[src/rtl/fetch_unit_pkg.sv]
// Shared fetch-path definitions: machine widths, instruction alignment and the
// instruction-buffer entry format.
package fetch_unit_pkg;

    localparam int unsigned XLEN        = 64;
    localparam int unsigned ILEN        = 32;
    localparam int unsigned INSTR_ALIGN = 4;
    localparam int unsigned ALIGN_BITS  = 2;

    typedef struct packed {
        logic [ILEN-1:0] instr;
        logic [XLEN-1:0] pc;
    } fetch_entry_t;

    function automatic logic [XLEN-1:0] align_pc(input logic [XLEN-1:0] pc);
        return {pc[XLEN-1:ALIGN_BITS], {ALIGN_BITS{1'b0}}};
    endfunction

endpackage

[src/rtl/fetch_fifo.sv]
// Synchronous instruction buffer with flush; flush and reset take priority over
// any push or pop in the same cycle.
module fetch_fifo
    import fetch_unit_pkg::*;
#(
    parameter int unsigned DEPTH = 4
) (
    input  logic                   clk,
    input  logic                   rst,
    input  logic                   flush_i,
    input  logic                   push_i,
    input  fetch_entry_t           push_data_i,
    input  logic                   pop_i,
    output fetch_entry_t           head_o,
    output logic                   empty_o,
    output logic                   full_o,
    output logic [$clog2(DEPTH):0] count_o
);

    localparam int unsigned PtrW = $clog2(DEPTH);

    fetch_entry_t    mem_q [DEPTH];
    logic [PtrW-1:0] wr_ptr_q, wr_ptr_d;
    logic [PtrW-1:0] rd_ptr_q, rd_ptr_d;
    logic [PtrW:0]   count_q, count_d;
    logic            do_push, do_pop;

    assign empty_o = (count_q == '0);
    assign full_o  = (count_q == (PtrW+1)'(DEPTH));
    assign count_o = count_q;
    assign head_o  = mem_q[rd_ptr_q];
    assign do_pop  = pop_i && !empty_o;
    assign do_push = push_i && (!full_o || do_pop);

    always_comb begin
        wr_ptr_d = wr_ptr_q;
        rd_ptr_d = rd_ptr_q;
        count_d  = count_q;
        if (do_push) begin
            wr_ptr_d = wr_ptr_q + PtrW'(1);
        end
        if (do_pop) begin
            rd_ptr_d = rd_ptr_q + PtrW'(1);
        end
        case ({do_push, do_pop})
            2'b10:   count_d = count_q + (PtrW+1)'(1);
            2'b01:   count_d = count_q - (PtrW+1)'(1);
            default: count_d = count_q;
        endcase
    end

    always_ff @(posedge clk) begin
        if (rst || flush_i) begin
            wr_ptr_q <= '0;
            rd_ptr_q <= '0;
            count_q  <= '0;
        end else begin
            wr_ptr_q <= wr_ptr_d;
            rd_ptr_q <= rd_ptr_d;
            count_q  <= count_d;
        end
    end

    // Storage needs no reset: the pointers decide what is visible.
    always_ff @(posedge clk) begin
        if (do_push) begin
            mem_q[wr_ptr_q] <= push_data_i;
        end
    end

endmodule

[src/rtl/fetch_unit.sv]
// Instruction fetch: credit-limited sequential requests, in-order responses into
// a small buffer, and redirect handling that discards stale in-flight responses.
module fetch_unit
    import fetch_unit_pkg::*;
#(
    parameter logic [XLEN-1:0] RESET_PC   = 64'h0,
    parameter int unsigned     FIFO_DEPTH = 4
) (
    input  logic            clk,
    input  logic            rst,
    input  logic            redirect_valid,
    input  logic [XLEN-1:0] redirect_pc,
    output logic            mem_req_valid,
    input  logic            mem_req_ready,
    output logic [XLEN-1:0] mem_req_addr,
    input  logic            mem_resp_valid,
    input  logic [ILEN-1:0] mem_resp_data,
    output logic            instr_valid,
    input  logic            instr_ready,
    output logic [ILEN-1:0] instruction,
    output logic [XLEN-1:0] instr_pc
);

    localparam int unsigned     CntW   = $clog2(FIFO_DEPTH) + 1;
    localparam logic [XLEN-1:0] PcStep = XLEN'(INSTR_ALIGN);

    logic [XLEN-1:0] fetch_pc_q, fetch_pc_d;
    logic [XLEN-1:0] resp_pc_q, resp_pc_d;
    logic [CntW-1:0] inflight_q, inflight_d;
    logic [CntW-1:0] discard_q, discard_d;
    logic [CntW-1:0] fifo_count;
    logic [CntW:0]   credits_used;
    logic            fifo_empty, fifo_full;
    logic            fifo_push, fifo_pop, req_fire;
    fetch_entry_t    fifo_head, fifo_wdata;

    // Every issued request already owns a buffer slot, so a response can never overflow.
    assign credits_used  = {1'b0, inflight_q} + {1'b0, fifo_count};
    assign mem_req_valid = !rst && !redirect_valid
                         && (credits_used < (CntW+1)'(FIFO_DEPTH));
    assign mem_req_addr  = fetch_pc_q;
    assign req_fire      = mem_req_valid && mem_req_ready;

    assign instr_valid = !rst && !fifo_empty;
    assign instruction = fifo_head.instr;
    assign instr_pc    = fifo_head.pc;
    assign fifo_pop    = instr_valid && instr_ready;
    assign fifo_push   = mem_resp_valid && !redirect_valid && (discard_q == '0);
    assign fifo_wdata  = '{instr: mem_resp_data, pc: resp_pc_q};

    always_comb begin
        inflight_d = inflight_q;
        if (req_fire && !mem_resp_valid) begin
            inflight_d = inflight_q + CntW'(1);
        end else if (!req_fire && mem_resp_valid) begin
            inflight_d = inflight_q - CntW'(1);
        end

        fetch_pc_d = req_fire ? fetch_pc_q + PcStep : fetch_pc_q;
        resp_pc_d  = resp_pc_q;
        discard_d  = discard_q;

        // Everything still in flight after a redirect belongs to the old path.
        if (redirect_valid) begin
            fetch_pc_d = align_pc(redirect_pc);
            resp_pc_d  = align_pc(redirect_pc);
            discard_d  = inflight_d;
        end else if (mem_resp_valid) begin
            if (discard_q != '0) begin
                discard_d = discard_q - CntW'(1);
            end else begin
                resp_pc_d = resp_pc_q + PcStep;
            end
        end
    end

    always_ff @(posedge clk) begin
        if (rst) begin
            fetch_pc_q <= align_pc(RESET_PC);
            resp_pc_q  <= align_pc(RESET_PC);
            inflight_q <= '0;
            discard_q  <= '0;
        end else begin
            fetch_pc_q <= fetch_pc_d;
            resp_pc_q  <= resp_pc_d;
            inflight_q <= inflight_d;
            discard_q  <= discard_d;
        end
    end

    fetch_fifo #(
        .DEPTH(FIFO_DEPTH)
    ) u_fetch_fifo (
        .clk        (clk),
        .rst        (rst),
        .flush_i    (redirect_valid),
        .push_i     (fifo_push),
        .push_data_i(fifo_wdata),
        .pop_i      (fifo_pop),
        .head_o     (fifo_head),
        .empty_o    (fifo_empty),
        .full_o     (fifo_full),
        .count_o    (fifo_count)
    );

    a_no_overflow: assert property (@(posedge clk) disable iff (rst)
        !(fifo_push && fifo_full));
    a_resp_has_request: assert property (@(posedge clk) disable iff (rst)
        mem_resp_valid |-> (inflight_q != '0));
    a_req_aligned: assert property (@(posedge clk) disable iff (rst)
        mem_req_valid |-> (mem_req_addr[ALIGN_BITS-1:0] == '0));

endmodule

[config.mk]
export PLATFORM = sky130hd
export DESIGN_NAME = fetch_unit
export DESIGN_NICKNAME = d
export VERILOG_FILES = /design/src/rtl/fetch_unit_pkg.sv /design/src/rtl/fetch_fifo.sv /design/src/rtl/fetch_unit.sv
export SDC_FILE = /design/constraint.sdc
export NUM_CORES = 1
export LEC_CHECK = 0
export BUFFER_PORTS_ARGS = -buffer_cell sky130_fd_sc_hd__buf_2
export CAP_MARGIN = 20
export CORE_MARGIN = 1
export CORE_UTILIZATION = 55
export DETAILED_ROUTE_END_ITERATION = 10
export PLACE_DENSITY = 0.8
export SYNTH_ARGS = -nofsm -noshare
export SYNTH_HDL_FRONTEND = slang
export SYNTH_SLANG_ARGS = --single-unit
[constraint.sdc]
create_clock -name clk -period 4.8 [get_ports clk]
set_clock_uncertainty 0.2 [all_clocks]
set_input_delay 0.48 -clock clk [delete_from_list [all_inputs] [get_ports clk]]
set_output_delay 0.48 -clock clk [all_outputs]
set_load 0.05 [all_outputs]
==> metrics.md <==
| Metric | Value |
|---|---|
| Leading cell types by total area after synthesis | edfxtp_1, dfxtp_1, mux4_2, xnor2_1, nand2_1 |
| Fill cells | 2,695 |
| Initial Utilization | 0.5636 |
| Initial antenna violation count | 3 |
| Worst setup margin | 1.292 ns |
| Clock transition at path regs | 0.06 ns |
| Sw frac | 0.2426 |
| Synth top area share | 0.5269 |
| Hold-fix buffers, CTS | 83 |
| Final Cycle Share | 0.7308 |
| First-pass iteration count of the detailed router | 5 |
| Int Pwr | 7.566 mW |
| GPL Wtd Cong | 0.8846 |
| Leading area contributor after synthesis | edfxtp_1 |
| WL per Instance | 22.73 µm |
| Layout cells sized above 1 | 0.2521 |
| Vias per cell | 6.006 |
| RSZ-0062 raised after global routing | no |
| Total CTS buffers | 52 |
| Die Width | 199.4 µm |
| Clk network pwr share | 0.396 |
| # rows | 71 |
| Largest stage delay, worst path | 0.95 ns |
| Sequential fraction of design power | 0.508 |
| CP max FO | 40 |
| Largest net degree at the start of global routing | 88 |
| Most frequent cells after synthesis | edfxtp_1, dfxtp_1, nand2_1, mux4_2, nor2_1 |
| PwrDens | 386.8 nW/µm² |
| Asr flop ratio synth | 0 |
| Syn Inst Count | 1,505 |
| Sequential area share after synthesis | 0.6567 |
| Worst hold margin | 0.03689 ns |
| Critical path, cell by cell | buf_4 -> mux4_2 -> buf_2 |
| Mean area per synthesized cell | 14.24 µm² |
| Worst setup path class | reg -> out |
| Nets@finish | 1,959 |
| Count leader, synth | edfxtp_1 |
| Primary FF master, synth | edfxtp_1 |
| Final Hold Fails | 0 |
| Max stage delay cell, worst path | dfxtp_4 |
| Antenna-violating nets left | 0 |
| # DRC | 0 |
| Worst slack, placed | 1.347 ns |
| P_leak | 8.782 nW |
| Distinct cells, synth | 67 |
| Sum Neg Setup Slack | 0 ns |
| Num ports | 264 |
| Die ar. | 39,760 µm² |
| Synth Cell Area | 21,430 µm² |
| Status | finished, final reports clean |
| WP data required | 4.12 ns |
| Setup violators final | 0 |
| Max Fclk | 285.1 MHz |
| H-tree depth | 2 |
| Total power | 9.989 mW |
| Post-layout minimum cycle time | 3.508 ns |
| Relative slew slack | 0.3679 |
| YS warnings | 0 |
| Post-synthesis sequential element count | 515 |
| First-pass GRT wire length | 81,900 µm |
| Final Core Density | 0.6792 |
| Area of the core | 38,020 µm² |
| Area growth, synth to finish | 20.51% |
| EDFF count, synth | 376 |
| Die height | 199.4 µm |
| Clock buffer depth | 3 |
| Root Buffer Master | clkbuf_16 |
| Vias | 14,390 |
| Endpoint class of the critical path | primary output |
| All-Layer GR Usage | 0.2763 |
| Max-cap viol count | 0 |
| PortBufs | 257 |
| Logic gate share of total power | 0.096 |
| Worst slew pin tran | 0.9482 ns |
| Worst Hold Class | in -> reg |
| DP HPWL | 35,150 µm |
| GRT overflow | 0 |
| TritonCTS clock tree | yes |
| VDD IR max | 352.8 µV |
| Clock Latency Late Sink | 0.59 ns |
| Max Slew Vio Count | 0 |
| Post-CTS Setup Inserts | 0 |
| NetSw | 2.423 mW |
| Data arrival, critical path | 2.83 ns |
| CP startpoint kind | register |
| Vias in the first global route | 14,300 |
| Routed wire length | 54,460 µm |
| CTS resizes | 0 |
| Detailed Route Iter0 Violations | 1,223 |
| TritonCTS Sinks | 515 |
[cells by family after synthesis]
group                    after synthesis  synth area share
buffers and inverters                112           0.02055
adder cells (fa/ha/maj)               13          0.007941
AND/OR/NAND/NOR                      457            0.1102
other                                  1         0.0001750
multiplexers                         110            0.1068
XOR/XNOR                              82           0.03351
flip-flops                           515            0.6567
AO/OA/AOI/OAI                        215           0.06405
[cell usage in the layout (no fill, tap or decap), types with 5 or more instances in the layout]
cell type	instances
mux2_2	9
nor4_1	16
or3_1	17
buf_2	256
buf_12	7
xor2_1	31
and2_1	17
a21oi_1	45
edfxtp_1	376
nand2_1	118
nand4b_1	5
a31oi_1	28
nor2_1	89
nand4_1	42
dlygate4sd3_1	83
o22ai_1	14
o21a_1	9
o211ai_1	7
clkbuf_8	6
mux2i_1	7
nor3_1	37
inv_1	28
dfxtp_1	137
and3_1	18
a21boi_0	13
o21ai_0	42
clkbuf_16	53
clkbuf_1	20
clkinv_2	9
buf_4	18
or4_1	6
mux4_2	94
xnor2_1	51
nand3_1	51
ha_1	12
a211oi_1	32
and4_1	14
[flip-flops by register name, summed over array words and instances, names as in the netlist, named ones only]
name                   count
discard_q                  3
u_fetch_fifo.rd_ptr_q      2
u_fetch_fifo.mem_q       376
resp_pc_q                 62
inflight_q                 3
u_fetch_fifo.count_o       3
mem_req_addr              62
u_fetch_fifo.wr_ptr_q      2
[power groups by stage]
stage          Combinational [mW]  Clock (mW)  Sequential [mW]
2_1_floorplan               0.533           0             5.23
3_3_place_gp                0.879           0             5.15
3_5_place_dp                0.894           0             5.16
4_1_cts                     0.954        4.01             5.07
5_1_grt                      1.02        4.18             5.09
6_report                    0.958        3.96             5.07
[critical path: cells and delay by family, from the launching register on]
family,cells,cell delay (ns)
multiplexers,1,0.58
buffers and inverters,2,0.69
flip-flops,1,0.95
[final timing paths]
kind	from	endpoint	slack (ns)	cells past startpoint
hold / removal	redirect_pc[38]	resp_pc_q[38]	0.04	3
setup / recovery	register	instr_pc[57]	1.29	3
hold reg to reg	mem_req_addr[57]	mem_req_addr[57]	0.32	1
setup reg to reg	discard_q[0]	u_fetch_fifo.mem_q[3][90]	1.43	7
[cell type report]
type	instances	area (µm²)	area share
tap	511	639.4	0.02476
multi-input combinational	881	6942	0.2688
inverter	30	113.9	0.004409
clock inverter	15	173.9	0.006735
antenna	1	2.502	0.00009690
clock buffer	79	1484	0.05746
timing repair buffer	364	2387	0.09245
sequential	515	14080	0.5453
[per-layer routing]
metal  vias up  GRT usage  part of all wire
li1       6511          -                 -
met1      7061     0.3528              0.39
met2       688     0.4493              0.48
met3       127    0.06211             0.089
met4         4     0.1318             0.045
met5         -          0           0.00039
[per-stage QoR]
stage          area (µm²)  cells
6_report            25820   2396
4_1_cts             25810   2394
5_1_grt             25820   2395
3_3_place_gp        23320   2217
2_1_floorplan       21450   1508
3_5_place_dp        23320   2217
(Power assumes the default switching activity.)
